===== src/rtl/sprite_pkg.sv =====
// rtl/sprite_pkg.sv - shared constants and position type for the sprite window pipeline
package sprite_pkg;

  // Default screen geometry (VGA 640x480 active area)
  localparam int DEF_SCREEN_W    = 640;
  localparam int DEF_SCREEN_H    = 480;

  // Default sprite window geometry and image memory layout
  localparam int DEF_NUM_SPR     = 4;
  localparam int DEF_SPR_W       = 64;
  localparam int DEF_SPR_H       = 48;
  localparam int DEF_IMG_STRIDE  = 640;
  localparam int DEF_ADDR_OFFSET = 1;

  // Coordinate and image address widths
  localparam int COORD_W = 10;
  localparam int ADDR_W  = 19;

  // One sprite window: enable plus top-left corner
  typedef struct packed {
    logic               on;
    logic [COORD_W-1:0] x;
    logic [COORD_W-1:0] y;
  } sprite_pos_t;

endpackage


===== src/rtl/sprite_hit_cell.sv =====
// rtl/sprite_hit_cell.sv - per-sprite window compare with registered hit and offsets
module sprite_hit_cell
  import sprite_pkg::*;
#(
  parameter int SPR_W = DEF_SPR_W,
  parameter int SPR_H = DEF_SPR_H
) (
  input  logic               clock,
  input  logic               reset,
  input  logic [COORD_W-1:0] col,
  input  logic [COORD_W-1:0] row,
  input  sprite_pos_t        pos,
  output logic               hit,
  output logic [COORD_W-1:0] dx,
  output logic [COORD_W-1:0] dy
);

  // Window extents are one bit wider so a sprite hanging off the right or
  // bottom edge clips instead of wrapping back to small coordinates.
  localparam logic [COORD_W:0] SPR_W_EXT = (COORD_W+1)'(SPR_W);
  localparam logic [COORD_W:0] SPR_H_EXT = (COORD_W+1)'(SPR_H);

  logic [COORD_W:0] x_end;
  logic [COORD_W:0] y_end;
  logic             in_win;

  assign x_end  = {1'b0, pos.x} + SPR_W_EXT;
  assign y_end  = {1'b0, pos.y} + SPR_H_EXT;
  assign in_win = pos.on
                  && (col >= pos.x) && ({1'b0, col} < x_end)
                  && (row >= pos.y) && ({1'b0, row} < y_end);

  // Stage-1 register: window membership and offsets into the sprite image
  always_ff @(posedge clock or posedge reset) begin
    if (reset) begin
      hit <= 1'b0;
      dx  <= '0;
      dy  <= '0;
    end else begin
      hit <= in_win;
      dx  <= col - pos.x;
      dy  <= row - pos.y;
    end
  end

endmodule


===== src/rtl/sprite_window_pipe.sv =====
// rtl/sprite_window_pipe.sv - two-stage sprite window locator emitting sprite image addresses
module sprite_window_pipe #(
  parameter int SCREEN_W    = sprite_pkg::DEF_SCREEN_W,
  parameter int SCREEN_H    = sprite_pkg::DEF_SCREEN_H,
  parameter int NUM_SPR     = sprite_pkg::DEF_NUM_SPR,
  parameter int SPR_W       = sprite_pkg::DEF_SPR_W,
  parameter int SPR_H       = sprite_pkg::DEF_SPR_H,
  parameter int IMG_STRIDE  = sprite_pkg::DEF_IMG_STRIDE,
  parameter int ADDR_OFFSET = sprite_pkg::DEF_ADDR_OFFSET,
  parameter int COORD_W     = sprite_pkg::COORD_W,
  parameter int ADDR_W      = sprite_pkg::ADDR_W,
  parameter int IDX_W       = 2
) (
  input  logic               clock,
  input  logic               reset,
  input  logic               pix_valid,
  input  logic               frame_start,
  input  logic               pos_wr_en,
  input  logic [IDX_W-1:0]   pos_wr_idx,
  input  logic [COORD_W-1:0] pos_wr_x,
  input  logic [COORD_W-1:0] pos_wr_y,
  input  logic               pos_wr_on,
  output logic               out_valid,
  output logic               out_hit,
  output logic [IDX_W-1:0]   out_idx,
  output logic [ADDR_W-1:0]  out_addr
);

  import sprite_pkg::*;

  logic               commit;
  logic [COORD_W-1:0] col;
  logic [COORD_W-1:0] row;
  logic [COORD_W-1:0] cur_col;
  logic [COORD_W-1:0] cur_row;

  sprite_pos_t        wr_pos;
  sprite_pos_t        shadow    [NUM_SPR];
  sprite_pos_t        active    [NUM_SPR];
  sprite_pos_t        active_nx [NUM_SPR];

  logic [NUM_SPR-1:0] hit_v;
  logic [COORD_W-1:0] dx_a [NUM_SPR];
  logic [COORD_W-1:0] dy_a [NUM_SPR];
  logic               v1;

  logic               any_hit;
  logic [IDX_W-1:0]   win_idx;
  logic [COORD_W-1:0] win_dx;
  logic [COORD_W-1:0] win_dy;
  logic [ADDR_W-1:0]  addr_c;

  // A frame_start only counts when it qualifies a real pixel
  assign commit  = pix_valid & frame_start;
  assign cur_col = commit ? '0 : col;
  assign cur_row = commit ? '0 : row;
  assign wr_pos  = {pos_wr_on, pos_wr_x, pos_wr_y};

  // Screen position counters: advance per accepted pixel, raster wrap
  always_ff @(posedge clock or posedge reset) begin
    if (reset) begin
      col <= '0;
      row <= '0;
    end else if (pix_valid) begin
      if (cur_col == COORD_W'(SCREEN_W - 1)) begin
        col <= '0;
        row <= (cur_row == COORD_W'(SCREEN_H - 1)) ? '0 : cur_row + 1'b1;
      end else begin
        col <= cur_col + 1'b1;
        row <= cur_row;
      end
    end
  end

  // Active set seen by this pixel: on commit take the shadow, with a
  // same-cycle write forwarded so the newest value wins
  always_comb begin
    for (int i = 0; i < NUM_SPR; i++) begin
      active_nx[i] = active[i];
      if (commit) begin
        if (pos_wr_en && (pos_wr_idx == IDX_W'(i)))
          active_nx[i] = wr_pos;
        else
          active_nx[i] = shadow[i];
      end
    end
  end

  // Shadow and active position registers
  always_ff @(posedge clock or posedge reset) begin
    if (reset) begin
      for (int i = 0; i < NUM_SPR; i++) begin
        shadow[i] <= '0;
        active[i] <= '0;
      end
    end else begin
      for (int i = 0; i < NUM_SPR; i++) begin
        if (pos_wr_en && (pos_wr_idx == IDX_W'(i)))
          shadow[i] <= wr_pos;
        active[i] <= active_nx[i];
      end
    end
  end

  for (genvar g = 0; g < NUM_SPR; g++) begin : g_cell
    sprite_hit_cell #(
      .SPR_W (SPR_W),
      .SPR_H (SPR_H)
    ) u_cell (
      .clock (clock),
      .reset (reset),
      .col   (cur_col),
      .row   (cur_row),
      .pos   (active_nx[g]),
      .hit   (hit_v[g]),
      .dx    (dx_a[g]),
      .dy    (dy_a[g])
    );
  end

  // Stage-1 valid bit
  always_ff @(posedge clock or posedge reset) begin
    if (reset) v1 <= 1'b0;
    else       v1 <= pix_valid;
  end

  // Priority select: scanning downward leaves the lowest hitting index
  always_comb begin
    any_hit = 1'b0;
    win_idx = '0;
    win_dx  = '0;
    win_dy  = '0;
    for (int i = NUM_SPR - 1; i >= 0; i--) begin
      if (hit_v[i]) begin
        any_hit = 1'b1;
        win_idx = IDX_W'(i);
        win_dx  = dx_a[i];
        win_dy  = dy_a[i];
      end
    end
  end

  assign addr_c = ADDR_W'(win_dy) * ADDR_W'(IMG_STRIDE)
                + ADDR_W'(win_dx) + ADDR_W'(ADDR_OFFSET);

  // Stage-2 output register; idx/addr are forced to 0 unless a valid hit
  always_ff @(posedge clock or posedge reset) begin
    if (reset) begin
      out_valid <= 1'b0;
      out_hit   <= 1'b0;
      out_idx   <= '0;
      out_addr  <= '0;
    end else begin
      out_valid <= v1;
      if (v1 && any_hit) begin
        out_hit  <= 1'b1;
        out_idx  <= win_idx;
        out_addr <= addr_c;
      end else begin
        out_hit  <= 1'b0;
        out_idx  <= '0;
        out_addr <= '0;
      end
    end
  end

endmodule


===== config.mk =====
export PLATFORM = sky130hd
export DESIGN_NAME = sprite_window_pipe
export DESIGN_NICKNAME = d
export VERILOG_FILES = /design/src/rtl/sprite_pkg.sv /design/src/rtl/sprite_hit_cell.sv /design/src/rtl/sprite_window_pipe.sv
export SDC_FILE = /design/constraint.sdc
export NUM_CORES = 1
export LEC_CHECK = 0
export BUFFER_PORTS_ARGS = -buffer_cell sky130_fd_sc_hd__buf_4
export CAP_MARGIN = 20
export CORE_MARGIN = 3
export CORE_UTILIZATION = 55
export DETAILED_ROUTE_END_ITERATION = 16
export PLACE_DENSITY = 0.72
export SLEW_MARGIN = 15
export SYNTH_ARGS = -nofsm -noshare
export SYNTH_HDL_FRONTEND = slang
export SYNTH_HIERARCHICAL = 1
export SYNTH_SLANG_ARGS = --single-unit

===== constraint.sdc =====
create_clock -name clock -period 18.1 [get_ports clock]
set_input_delay 0.905 -clock clock [delete_from_list [all_inputs] [get_ports clock]]
set_output_delay 0.905 -clock clock [all_outputs]
set_load 0.02 [all_outputs]

==> results of run 1 <==
==> layout by cell type, fill, tap and decap left out, types with 7 or more instances in the layout <==
cell type                     n
sky130_fd_sc_hd__clkbuf_16   37
sky130_fd_sc_hd__nand3b_1    11
sky130_fd_sc_hd__nor2b_1     26
sky130_fd_sc_hd__mux2_2     168
sky130_fd_sc_hd__o21a_1      14
sky130_fd_sc_hd__o2111ai_1    8
sky130_fd_sc_hd__nor3_1      28
sky130_fd_sc_hd__nor2_1     102
sky130_fd_sc_hd__a211oi_1    10
sky130_fd_sc_hd__a21o_1      23
sky130_fd_sc_hd__buf_4       61
sky130_fd_sc_hd__and3_1      13
sky130_fd_sc_hd__inv_1      131
sky130_fd_sc_hd__o211ai_1     7
sky130_fd_sc_hd__fa_1         9
sky130_fd_sc_hd__xnor2_1     62
sky130_fd_sc_hd__nand2b_1    10
sky130_fd_sc_hd__dfrtp_1    296
sky130_fd_sc_hd__o31a_1       7
sky130_fd_sc_hd__nand3_1     36
sky130_fd_sc_hd__xor2_1      32
sky130_fd_sc_hd__a21oi_1     86
sky130_fd_sc_hd__nand4_1     12
sky130_fd_sc_hd__nand2_1     60
sky130_fd_sc_hd__ha_1       146
sky130_fd_sc_hd__a22oi_1     13
sky130_fd_sc_hd__o31ai_1     11
sky130_fd_sc_hd__o21bai_1     7
sky130_fd_sc_hd__and2_1      18
sky130_fd_sc_hd__a31oi_1     12
sky130_fd_sc_hd__o21ai_0     66
==> state kept, by name, indices dropped and copies added (netlist names) <==
name and cells:
out_idx 2, v1 1, shadow 84, col 10
active 84, out_valid 1, out_addr 19, row 10
g_cell.u_cell/dy 40, g_cell.u_cell/dx 40, g_cell.u_cell/hit 4, out_hit 1
==> routing by layer <==
metal	vias up	global-route usage [%]	routed length, microns
li1	5807	-	-
met1	6051	34.55	18550
met2	385	38.35	18440
met3	105	4.587	2531
met4	0	9.506	1601
met5	-	0	0
==> power groups by stage <==
stage	sequential [uW]	combinational (uW)	clock (uW)
floorplan	873	480	0
global placement	890	609	0
detailed placement	896	632	0
CTS	885	638	692
global route	900	713	721
finish	886	643	679
==> layout make-up <==
class	count	area [sq um]	share of cell area (%)
Tap cell	390	488.0	2.573
Sequential cell	296	7407	39.06
Inverter	135	514.2	2.711
Clock buffer	48	1027	5.416
Multi-Input combinational cell	1126	8980	47.35
Timing Repair Buffer	61	457.9	2.415
Clock inverter	11	91.34	0.4816
==> synthesized netlist by cell type (7+ instances only) <==
cell type	number	area share (%)
sky130_fd_sc_hd__dfrtp_1	296	43
sky130_fd_sc_hd__mux2_2	168	11
sky130_fd_sc_hd__ha_1	146	11
sky130_fd_sc_hd__inv_1	132	2.9
sky130_fd_sc_hd__nor2_1	102	2.2
sky130_fd_sc_hd__a21oi_1	86	2.5
sky130_fd_sc_hd__o21ai_0	66	1.9
sky130_fd_sc_hd__xnor2_1	62	3.2
sky130_fd_sc_hd__nand2_1	61	1.3
sky130_fd_sc_hd__nand3_1	36	1.1
sky130_fd_sc_hd__xor2_1	32	1.6
sky130_fd_sc_hd__nor3_1	28	0.82
sky130_fd_sc_hd__clkbuf_1	26	0.57
sky130_fd_sc_hd__nor2b_1	26	0.95
sky130_fd_sc_hd__a21o_1	23	1.0
sky130_fd_sc_hd__and2_1	18	0.66
sky130_fd_sc_hd__o21a_1	14	0.62
sky130_fd_sc_hd__a22oi_1	13	0.57
sky130_fd_sc_hd__and3_1	13	0.48
sky130_fd_sc_hd__a31oi_1	12	0.44
sky130_fd_sc_hd__nand4_1	12	0.44
sky130_fd_sc_hd__o31ai_1	12	0.53
sky130_fd_sc_hd__nand3b_1	11	0.48
sky130_fd_sc_hd__a211oi_1	10	0.44
sky130_fd_sc_hd__nand2b_1	10	0.37
sky130_fd_sc_hd__fa_1	9	1.1
sky130_fd_sc_hd__o2111ai_1	8	0.41
sky130_fd_sc_hd__o211ai_1	7	0.31
sky130_fd_sc_hd__o21bai_1	7	0.31
sky130_fd_sc_hd__o31a_1	7	0.36
==> worst register-to-register path: cells and delay by family (launching register included) <==
family,cells,cell delay (ps)
buffers and inverters,1,90
XOR/XNOR,1,170
adder cells (fa/ha/maj),3,950
AO/OA/AOI/OAI,4,1250
AND/OR/NAND/NOR,6,1570
flip-flops,1,850
==> kinds of logic after synthesis <==
group                      count (synthesis)
and+or+nand+nor                          366
AOI/OAI and AO/OA                        338
DFF                                      296
muxes                                    173
buffers and inverters                    172
adders and majority gates                155
xor gates and xnor gates                  94
==> stage by stage <==
| stage | std cells | area, sq um | total power (uW) | hold WS (ps) | util [%] |
|---|---|---|---|---|---|
| 4_1_cts | 2067 | 18970 | 2215 | 493.8 | 62.99 |
| 5_1_grt | 2067 | 18970 | 2334 | 504.3 | 62.99 |
| 3_3_place_gp | 2008 | 17850 | 1498 | 474.8 | 59.27 |
| 6_report | 2067 | 18970 | 2208 | 490.1 | 62.99 |
| 2_1_floorplan | 1594 | 17040 | 1353 | 388.1 | - |
| 3_5_place_dp | 2008 | 17850 | 1528 | 481.1 | 59.27 |
==> how the worst max path moves through the flow <==
stage	from	end	slack, ps
detailed placement	pix_valid	row[9]$_DFFE_PP0P_	13130
floorplan	reset	active[0]$_DFF_PP0_	11400
global route	g_cell[2].u_cell/hit$_DFF_PP0_	out_addr[15]$_DFF_PP0_	12880
CTS	g_cell[2].u_cell/hit$_DFF_PP0_	out_addr[15]$_DFF_PP0_	13180
global placement	pix_valid	row[9]$_DFFE_PP0P_	13240
finish	g_cell[2].u_cell/hit$_DFF_PP0_	out_addr[15]$_DFF_PP0_	13140
==> impl_table.tex, run 1 <==
\begin{tabular}{lr}
\hline
Metric & Value \\
\hline
\multicolumn{2}{l}{\textbf{Detailed routing}} \\
Number of vias after detailed routing & 12350 \\
Detailed-route wire length per cell & 19.89 microns \\
DRC violation count after routing & 0 \\
Post-detailed-route count of antenna-violating nets & 0 \\
Iteration-0 DRC Markers & 982 \\
Detailed-route wire length & 41.12 mm \\
Via density & 5.974 \\
Total iterations of the first detailed-routing run & 5 \\
\multicolumn{2}{l}{\textbf{Timing}} \\
Rel. slew slack & approximately a third \\
Crit share post-route & 27.39\% \\
Final Slew Violations & 0 \\
Crit path setup slack, layout & approximately 13000 ps \\
Hold Fails Final Rpt & 0 \\
Maximum clock skew at final layout & 16.26 ps \\
Final critical path time including I/O delays and setup & around 5000 ps \\
Transition time at the pin with the least slew margin & between 900 and 1000 ps \\
Fmax & roughly 200 MHz \\
Final-report setup violation count & 0 \\
Final-layout setup total negative slack & 0 ps \\
Setup repair after global routing missed its margin & false \\
\multicolumn{2}{l}{\textbf{Hold path}} \\
Worst Hold Class & reg -> reg \\
Cell count of the worst hold path & 1 \\
Beginning of the worst hold path & shadow[10]\$\_DFF\_PP0\_ \\
Worst hold endpoint & shadow[10]\$\_DFF\_PP0\_ \\
\multicolumn{2}{l}{\textbf{Setup path}} \\
Maximum fanout encountered on the critical timing path & 26 \\
Number of cells on the critical path & 15 \\
Required time at the worst-slack endpoint & 18540 ps \\
Cells on worst reg2reg path & 15 \\
Crit. End Element & register \\
Worst EP arrival & 5400 ps \\
Launch instance of the worst register-to-register path & g\_cell[2].u\_cell/hit\$\_DFF\_PP0\_ \\
Reg-to-reg setup timing slack & 13140 ps \\
Dominant delay contributor by cell family on the critical path & simple AND/OR/NAND/NOR gates \\
R2r endpoint & out\_addr[15]\$\_DFF\_PP0\_ \\
Class of the most critical setup path & reg -> reg \\
Largest incremental delay on the critical path & 850 ps \\
Critical Path Source Type & register \\
Chain of cells forming the critical path & and2b\_1 > a22oi\_1 > nor2\_1 > a21oi\_1 > nor2\_1 > a21oi\_1 > inv\_1 > ha\_1 > ha\_1 > fa\_1 > xnor2\_1 > or2\_2 > o41a\_1 > or4\_1 > nand2\_1 \\
Combined buffer and inverter count along the critical path & 1 \\
Slowest CP cell & sky130\_fd\_sc\_hd\_\_dfrtp\_1 \\
\multicolumn{2}{l}{\textbf{Die}} \\
Floorplan core area & between 30000 and 40000 sq um \\
Die outline area & 33120 sq um \\
Initial core utilization & 56.57\% \\
Width of the die & 182.0 microns \\
Row Count & 63 \\
Vertical die dimension & 182.0 microns \\
Ports placed on the boundary & just over 50 \\
\multicolumn{2}{l}{\textbf{Yosys}} \\
Fraction of synthesized area in multiplexers & 11.40\% \\
Adder and majority cell fraction of the synthesized area & 11.78\% \\
Avg Cell Area, Syn & around 11 sq um \\
Sequential-to-total area share from yosys stat & 43.48\% \\
Most used flip-flop cell after synthesis & sky130\_fd\_sc\_hd\_\_dfrtp\_1 \\
Post-synthesis xor/xnor area fraction & 4.833\% \\
Number of flops mapped to enable cells by yosys & 0 \\
Netlist cell types & 84 \\
Compound-cell area share of the yosys netlist & 13.29\% \\
Simple-gate share of the synthesized area & 11.31\% \\
YS warnings & 6 \\
Post-Synthesis Cells & 1594 \\
Synthesized flop and latch total & just under 300 \\
Net count after synthesis & 1777 \\
Dominant combinational cell family by area after synthesis & compound AO/OA/AOI/OAI gates \\
Share of flip-flops with an asynchronous set or reset & 100.0\% \\
Synthesized cell area & around 17000 sq um \\
\multicolumn{2}{l}{\textbf{GRT}} \\
Combined global-route utilization of all metal layers & about 25\% \\
Number of antenna violations at the first check in global routing & 0 \\
Grt ovf & 0 \\
Pin count of the biggest net entering global routing & 133 \\
Number of global-route vias before repair & 12460 \\
First-pass GRT wire length & 65.29 mm \\
\multicolumn{2}{l}{\textbf{Clocking}} \\
Hold-fix buffers at CTS & 0 \\
Clk slew on worst S/H paths & $\sim$60 ps \\
Setup Fix Bufs, Post-CTS & 0 \\
Post-CTS Resized & 0 \\
Clk root buf & sky130\_fd\_sc\_hd\_\_clkbuf\_16 \\
Number of H-tree levels & 2 \\
Worst-skew pair later-pin latency & 520 ps \\
Max Buffers Root-to-Sink & 3 \\
Clock Sinks & 296 \\
Number of buffers created by CTS & 34 \\
TritonCTS clock tree & done \\
\multicolumn{2}{l}{\textbf{Cells and area}} \\
Layout Area Growth over Synthesis & 11.33\% \\
Number of nets in the layout & 1837 \\
Layout cells sized above 1 & about a fifth \\
Count of antenna diodes in the layout & 0 \\
\# fillers & 2360 \\
\multicolumn{2}{l}{\textbf{Pwr}} \\
LEAKAGE & roughly 0.0089 uW \\
P per Cell Area & approximately 120 nW/um\^{}2 \\
Internal power consumption & about 1500 uW \\
Portion of total power attributed to sequential cells & roughly 40\% \\
Switching share of total power & 31.50\% \\
Sw Pwr & about 700 uW \\
Portion of total power attributed to combinational logic & 29.1\% \\
Clock Power Share & 30.8\% \\
Worst IR Drop VDD & 0.06277 mV \\
\multicolumn{2}{l}{\textbf{Placed design}} \\
Final RePlAce weighted congestion & 0.9112 \\
Worst slack at placement & 13130 ps \\
Count of input and output buffers & 50 \\
HPWL Detailed & 29.96 mm \\
\multicolumn{2}{l}{\textbf{Flow run}} \\
MaxCap Viol Count & 0 \\
\multicolumn{2}{l}{\textbf{Run status}} \\
Status & completed \\
\hline
\end{tabular}
Note: power is estimated with default switching activity, not from simulation.
==> run 2, diff against run 1 <==
- clock period: 18.1 -> 5.11 ns (I/O delays scaled with it)
==> run 2 against run 1 <==
Net effect: non-clock buffer count up 27; global-route usage up 0.12 points; wire length is 0.29% lower.
==> impl_table.tex, run 2 (synthesis gave the netlist of run 1 again) <==
\begin{tabular}{lr}
\hline
Metric & Value \\
\hline
\multicolumn{2}{l}{\textbf{Timing}} \\
Rel. slew slack & 37.63\% (+3.4 points) \\
Hold Fails Final Rpt & 0 (unchanged) \\
Final-layout setup total negative slack & 0 ps (unchanged) \\
Maximum clock skew at final layout & 23.14 ps (+6.888 ps) \\
Final-report setup violation count & 0 (unchanged) \\
Fmax & 240.4 MHz (+19\%) \\
Setup repair after global routing missed its margin & false \\
Transition time at the pin with the least slew margin & 934.5 ps (-52.27 ps) \\
Final Slew Violations & 0 (unchanged) \\
Crit share post-route & 81.41\% (+54 points) \\
Final critical path time including I/O delays and setup & 4160 ps (-798.0 ps) \\
\multicolumn{2}{l}{\textbf{Die}} \\
Vertical die dimension & 182.0 microns (unchanged) \\
Ports placed on the boundary & 51 (unchanged) \\
Width of the die & 182.0 microns (unchanged) \\
Die outline area & 33120 sq um (unchanged) \\
Initial core utilization & 56.57\% (unchanged) \\
Floorplan core area & 30110 sq um (unchanged) \\
Row Count & 63 (unchanged) \\
\multicolumn{2}{l}{\textbf{Placed design}} \\
HPWL Detailed & 30.73 mm (+2.6\%) \\
Final RePlAce weighted congestion & 0.8814 (-3.3\%) \\
Count of input and output buffers & 50 (unchanged) \\
\multicolumn{2}{l}{\textbf{Setup path}} \\
Required time at the worst-slack endpoint & 5610 ps (-12930 ps) \\
Class of the most critical setup path & reg -> reg \\
Maximum fanout encountered on the critical timing path & 19 (-27\%) \\
Critical Path Source Type & register \\
Reg-to-reg setup timing slack & 950 ps (-12190 ps) \\
Crit. End Element & register \\
Worst EP arrival & 4660 ps (-740 ps) \\
\multicolumn{2}{l}{\textbf{Run status}} \\
Status & completed \\
\multicolumn{2}{l}{\textbf{Cells and area}} \\
Reg area & 7407 sq um (unchanged) \\
Leading cell type in the layout, fill and taps excluded & sky130\_fd\_sc\_hd\_\_dfrtp\_1 \\
Largest registers & active: 84 flops, shadow: 84 flops \\
Area of the multi-input gates & 8980 sq um (unchanged) \\
\# fillers & 2404 (+1.9\%) \\
Count of antenna diodes in the layout & 0 (unchanged) \\
Top library cells by usage in the layout, fill and taps aside & 296 x sky130\_fd\_sc\_hd\_\_dfrtp\_1, 168 x sky130\_fd\_sc\_hd\_\_mux2\_2, 146 x sky130\_fd\_sc\_hd\_\_ha\_1 \\
Post-layout utilization of the core & 63.62\% (+0.63 points) \\
Layout cells sized above 1 & 18.93\% (-0.15 points) \\
Layout Area Growth over Synthesis & 12.45\% \\
Number of nets in the layout & 1861 (+1.3\%) \\
\multicolumn{2}{l}{\textbf{Clocking}} \\
Setup Fix Bufs, Post-CTS & 0 (unchanged) \\
TritonCTS clock tree & done \\
Clk slew on worst S/H paths & 60 ps (about the same) \\
Number of H-tree levels & 1 (-1) \\
Clk root buf & sky130\_fd\_sc\_hd\_\_clkbuf\_16 \\
Max Buffers Root-to-Sink & 3 (unchanged) \\
Worst-skew pair later-pin latency & 570 ps (+50 ps) \\
Clock Sinks & 296 (unchanged) \\
Number of buffers created by CTS & 31 (-8.8\%) \\
\multicolumn{2}{l}{\textbf{Pwr}} \\
Portion of total power attributed to combinational logic & 29.5\% (+0.4 points) \\
LEAKAGE & 0.008937 uW (+0.96\%) \\
Clock Power Share & 29.9\% (-0.9 points) \\
Worst IR Drop VDD & 0.2764 mV (+340\%) \\
P per Cell Area & 404.2 nW/um\^{}2 (+250\%) \\
Switching share of total power & 31.21\% (-0.29 points) \\
Sw Pwr & 2416 uW (+250\%) \\
Final Total Pwr & 7743 uW (+250\%) \\
Portion of total power attributed to sequential cells & 40.6\% (+0.5 points) \\
Internal power consumption & 5327 uW (+250\%) \\
\multicolumn{2}{l}{\textbf{GRT}} \\
Number of antenna violations at the first check in global routing & 0 (unchanged) \\
Pin count of the biggest net entering global routing & 68 (-49\%) \\
Number of global-route vias before repair & 12400 (-0.46\%) \\
Combined global-route utilization of all metal layers & 24.81\% (+0.12 points) \\
Grt ovf & 0 (unchanged) \\
First-pass GRT wire length & 65.98 mm (+1.1\%) \\
\multicolumn{2}{l}{\textbf{Detailed routing}} \\
Via density & 5.919 (-0.91\%) \\
Detailed-route wire length per cell & 19.65 microns (-1.2\%) \\
Met1 wire length & 18.82 mm (+1.5\%) \\
Sum of met2 wire segment lengths after detailed routing & 18.53 mm (+0.54\%) \\
Post-detailed-route count of antenna-violating nets & 0 (unchanged) \\
Total iterations of the first detailed-routing run & 7 (+2) \\
Met3 wire length & 2.424 mm (-4.2\%) \\
Highest Signal Layer & met4 \\
Number of vias after detailed routing & 12350 (unchanged) \\
Detailed-route wire length & 41.00 mm (-0.29\%) \\
Iteration-0 DRC Markers & 926 (-5.7\%) \\
DRC violation count after routing & 0 (unchanged) \\
\multicolumn{2}{l}{\textbf{Flow run}} \\
MaxCap Viol Count & 0 (unchanged) \\
\multicolumn{2}{l}{\textbf{Hold path}} \\
Worst Hold Class & in -> reg \\
\hline
\end{tabular}
## run 2: changes by cell type in the layout (fill, tap and decap cells not counted), moves of 2 or more
| cell | previous run | this run |
|---|---|---|
| sky130_fd_sc_hd__clkbuf_8 | 6 | 8 |
| sky130_fd_sc_hd__clkinv_2 | 6 | 3 |
| sky130_fd_sc_hd__dlygate4sd3_1 | 0 | 20 |
| sky130_fd_sc_hd__bufinv_16 | 1 | 4 |
| sky130_fd_sc_hd__clkbuf_1 | 5 | 3 |
| sky130_fd_sc_hd__clkbuf_16 | 37 | 31 |
| sky130_fd_sc_hd__buf_4 | 61 | 67 |
## run 2: critical path, cell delays in order, from the launching register on
cell                      delay, ps
sky130_fd_sc_hd__dfrtp_1        420
sky130_fd_sc_hd__and2b_1        200
sky130_fd_sc_hd__buf_4          210
sky130_fd_sc_hd__a22oi_1        210
sky130_fd_sc_hd__nor2_1          70
sky130_fd_sc_hd__a21oi_1        130
sky130_fd_sc_hd__nor2_1          50
sky130_fd_sc_hd__a21oi_1        280
sky130_fd_sc_hd__inv_1           80
sky130_fd_sc_hd__ha_1           360
sky130_fd_sc_hd__fa_1           620
sky130_fd_sc_hd__nand2_1         70
sky130_fd_sc_hd__or2_2          310
sky130_fd_sc_hd__o41a_1         490
sky130_fd_sc_hd__or4_1          510
sky130_fd_sc_hd__nand2_1         80
## run 2: stage by stage
stage,hold WS [ps],area [sq um],std cells,setup WS [ps]
2_1_floorplan,232.0,17040,1594,1075
3_5_place_dp,478.9,17910,2015,1022
5_1_grt,21.39,19160,2086,694.6
6_report,25.43,19160,2086,950.1
4_1_cts,3.314,19160,2086,985.9
3_3_place_gp,474.0,17910,2015,1144
## run 2: what timing repair did
item / 4_1_cts / 5_1_grt
hold buffers: 20 / 0
resized for setup: 0 / 0
endpoints found under the hold margin: 178 / 0
## run 2: metal layers
layer  global-route usage [%]  up-vias
li1                         -     5854
met1                    35.60     6099
met2                    39.51      323
met3                    3.766       72
met4                    6.825        0
met5                        0        -
## run 2: power by group through the flow
stage               Sequential, uW  Clock, uW  Combinational, uW
finish                        3150       2320               2280
global route                  3200       2450               2530
CTS                           3150       2360               2270
detailed placement            3180          0               2240
global placement              3160          0               2160
floorplan                     3090          0               1700
## run 2: layout make-up
type,instances,share of cell area [%]
clock inverters,9,0.7838
flip-flops and latches,296,38.67
clock buffers,42,4.683
inverters,135,2.665
well taps,390,2.547
repair buffers,88,3.775
multi-input cells,1126,46.88
## run 2: worst paths after layout
check	startpoint	endpoint	depth (start not counted)
worst max-delay path	g_cell[3].u_cell/hit$_DFF_PP0_	out_addr[15]$_DFF_PP0_	15
worst min-delay path	pos_wr_x[9]	shadow[61]$_DFF_PP0_	2
worst max register to register	g_cell[3].u_cell/hit$_DFF_PP0_	out_addr[15]$_DFF_PP0_	15
worst min register to register	shadow[7]$_DFF_PP0_	shadow[7]$_DFF_PP0_	1
max in group asynchronous	reset	active[4]$_DFF_PP0_	4
min in group asynchronous	reset	g_cell[2].u_cell/dy[2]$_DFF_PP0_	3
==> run 3, diff against run 2 <==
- PLACE_DENSITY: 0.72 -> 0.75
- clock period: 5.11 -> 3.55 ns (I/O delays scaled with it)
==> run 3 against run 2 <==
Net effect: clock skew decreased by 9.3 ps; clock power up 51%; design area grew 2.9%; combinational power up 49%; utilization grew 1.9 points; wire length rose by 2.5%; critical endpoint unchanged; largest cell class unchanged.
==> impl_table.tex, run 3 (synthesis gave the netlist of run 1 again) <==
\begin{tabular}{lr}
\hline
Metric & Value \\
\hline
\multicolumn{2}{l}{\textbf{Run status}} \\
Status & completed \\
\multicolumn{2}{l}{\textbf{Cells and area}} \\
Top library cells by usage in the layout, fill and taps aside & 296 x sky130\_fd\_sc\_hd\_\_dfrtp\_1, 168 x sky130\_fd\_sc\_hd\_\_mux2\_2, 143 x sky130\_fd\_sc\_hd\_\_ha\_1 \\
Largest registers & active: 84 flops, shadow: 84 flops \\
Area of the multi-input gates & 9057 sq um (+0.86\%) \\
Count of antenna diodes in the layout & 0 (unchanged) \\
Post-Layout Inst Area & 19720 sq um (+2.9\%) \\
Reg area & 7407 sq um (unchanged) \\
Number of nets in the layout & 1907 (+2.5\%) \\
Leading cell type in the layout, fill and taps excluded & sky130\_fd\_sc\_hd\_\_dfrtp\_1 \\
\# fillers & 2291 (-4.7\%) \\
Post-layout utilization of the core & 65.49\% (+1.9 points) \\
Layout cells sized above 1 & 21.87\% (+2.9 points) \\
Layout Area Growth over Synthesis & 15.75\% \\
\multicolumn{2}{l}{\textbf{Clocking}} \\
Max Buffers Root-to-Sink & 3 (unchanged) \\
Worst-skew pair later-pin latency & 570 ps (about the same) \\
Number of buffers created by CTS & 31 (unchanged) \\
TritonCTS clock tree & done \\
Clock Sinks & 296 (unchanged) \\
Number of H-tree levels & 1 (unchanged) \\
Clk slew on worst S/H paths & 70 ps (about the same) \\
Clk root buf & sky130\_fd\_sc\_hd\_\_clkbuf\_16 \\
\multicolumn{2}{l}{\textbf{GRT}} \\
GRT met2 Usage & 40.59\% (+1.1 points) \\
Met1 routing resource usage after global routing & 36.53\% (+0.93 points) \\
First-pass GRT wire length & 67.36 mm (+2.1\%) \\
Number of antenna violations at the first check in global routing & 0 (unchanged) \\
Number of global-route vias before repair & 12700 (+2.4\%) \\
Grt ovf & 0 (unchanged) \\
Busiest metal layer after global routing & met2 \\
Pin count of the biggest net entering global routing & 69 (+1.5\%) \\
Combined global-route utilization of all metal layers & 25.32\% (+0.51 points) \\
GR Layer Usage met3 & 3.566\% (-0.20 points) \\
\multicolumn{2}{l}{\textbf{Setup path}} \\
Timing startpoint of the critical path & g\_cell[2].u\_cell/hit\$\_DFF\_PP0\_ \\
Launch instance of the worst register-to-register path & g\_cell[2].u\_cell/hit\$\_DFF\_PP0\_ \\
Timing endpoint of the critical path & out\_addr[15]\$\_DFF\_PP0\_ \\
Reg-to-reg setup timing slack & 110 ps (-840 ps) \\
Class of the most critical setup path & reg -> reg \\
Crit. End Element & register \\
Critical Path Source Type & register \\
Cells on worst reg2reg path & 14 (-1) \\
Worst EP arrival & 3940 ps (-720 ps) \\
R2r endpoint & out\_addr[15]\$\_DFF\_PP0\_ \\
Maximum fanout encountered on the critical timing path & 6 (-13) \\
Required time at the worst-slack endpoint & 4050 ps (-1560 ps) \\
\multicolumn{2}{l}{\textbf{Timing}} \\
Rel. slew slack & 38.63\% (+1.0 points) \\
Transition time at the pin with the least slew margin & 920.5 ps (-14.01 ps) \\
Hold Fails Final Rpt & 0 (unchanged) \\
Final-report setup violation count & 0 (unchanged) \\
Fmax & 290.5 MHz (+21\%) \\
Final critical path time including I/O delays and setup & 3443 ps (-717.3 ps) \\
Crit share post-route & 96.98\% (+16 points) \\
Final Slew Violations & 0 (unchanged) \\
Setup repair after global routing missed its margin & true \\
Maximum clock skew at final layout & 13.88 ps (-9.267 ps) \\
\multicolumn{2}{l}{\textbf{Die}} \\
Floorplan core area & 30110 sq um (unchanged) \\
Ports placed on the boundary & 51 (unchanged) \\
Row Count & 63 (unchanged) \\
Vertical die dimension & 182.0 microns (unchanged) \\
Width of the die & 182.0 microns (unchanged) \\
Die outline area & 33120 sq um (unchanged) \\
Initial core utilization & 56.57\% (unchanged) \\
\multicolumn{2}{l}{\textbf{Detailed routing}} \\
Detailed-route wire length per cell & 19.66 microns (about the same) \\
Number of vias after detailed routing & 12640 (+2.4\%) \\
DRC violation count after routing & 0 (unchanged) \\
Total iterations of the first detailed-routing run & 5 (-2) \\
Post-detailed-route count of antenna-violating nets & 0 (unchanged) \\
Detailed-route wire length & 42.01 mm (+2.5\%) \\
Via density & 5.915 (about the same) \\
Iteration-0 DRC Markers & 895 (-3.3\%) \\
\multicolumn{2}{l}{\textbf{Pwr}} \\
P per Cell Area & 579.6 nW/um\^{}2 (+43\%) \\
Worst IR Drop VDD & 0.4903 mV (+77\%) \\
LEAKAGE & 0.009215 uW (+3.1\%) \\
\multicolumn{2}{l}{\textbf{Placed design}} \\
Cell area after placement & 18280 sq um (+2.1\%) \\
Count of input and output buffers & 50 (unchanged) \\
HPWL Detailed & 31.41 mm (+2.2\%) \\
Final RePlAce weighted congestion & 0.9651 (+9.5\%) \\
\multicolumn{2}{l}{\textbf{Hold path}} \\
Worst Hold Class & in -> reg \\
\multicolumn{2}{l}{\textbf{Flow run}} \\
MaxCap Viol Count & 0 (unchanged) \\
\hline
\end{tabular}
[run 3: how the worst min path moves through the flow]
stage | slack, ps | to | from | cells past startpoint
6_report | 40 | v1$_DFF_PP0_ | pix_valid | 2
3_3_place_gp | 400 | g_cell[2].u_cell/dx[2]$_DFF_PP0_ | reset | 2
3_5_place_dp | 420 | g_cell[3].u_cell/dx[3]$_DFF_PP0_ | reset | 2
5_1_grt | 40 | v1$_DFF_PP0_ | pix_valid | 2
4_1_cts | 20 | v1$_DFF_PP0_ | pix_valid | 2
2_1_floorplan | 150 | g_cell[0].u_cell/dx[0]$_DFF_PP0_ | reset | 1
[run 3: power breakdown]
part,switching (uW),leakage (uW),internal (uW),total (uW)
sequential,304,0.00357,4240,4540
combinational,1940,0.00510,1450,3390
clock,1340,0.000545,2160,3500
total,3580,0.00922,7840,11400
[run 3: repair_timing]
action                                 4_1_cts  5_1_grt
endpoints found under the hold margin      203        0
gates resized for setup                      4       10
buffers inserted                             0        4
hold buffers                                22        0
pin swaps                                    0        1
setup endpoints to repair                    2        5
cloned                                       0        0
[run 3: metal layers]
metal,vias to the layer above,wire [microns]
met2,396,19210
met5,-,0
met4,0,1020
li1,5952,-
met1,6230,19360
met3,62,2423
[run 3: stage by stage]
stage	cells	hold WS (ps)	total power, uW	setup slack, ps	TNS, ps
4_1_cts	2132	24.05	11440	17.01	0
3_3_place_gp	2054	403.1	7747	43.47	0
5_1_grt	2137	38.31	12060	-69.32	-126.1
3_5_place_dp	2054	424.7	7883	-117.3	-178.9
6_report	2137	42.72	11430	107.4	0
2_1_floorplan	1594	154.0	6903	-45.01	-85.87
[run 3: final cells by class]
type / instances / share of cell area, %
clock inverters: 14 / 1.168
inverters: 135 / 2.589
repair buffers: 134 / 5.825
well taps: 390 / 2.475
multi-input cells: 1126 / 45.93
flip-flops and latches: 296 / 37.56
clock buffers: 42 / 4.448
[run 3: worst max-delay path, cell delays in order (launching register included)]
cell and delay, ps:
sky130_fd_sc_hd__dfrtp_1 400, sky130_fd_sc_hd__and2b_4 230, sky130_fd_sc_hd__buf_4 140, sky130_fd_sc_hd__a22oi_1 160, sky130_fd_sc_hd__nor2_1 60, sky130_fd_sc_hd__a21oi_1 120, sky130_fd_sc_hd__o21ai_0 150, sky130_fd_sc_hd__ha_2 240
sky130_fd_sc_hd__ha_4 170, sky130_fd_sc_hd__fa_2 550, sky130_fd_sc_hd__nand2_1 70, sky130_fd_sc_hd__or2_4 250, sky130_fd_sc_hd__o41a_1 370, sky130_fd_sc_hd__or4_1 410, sky130_fd_sc_hd__nand2_1 70
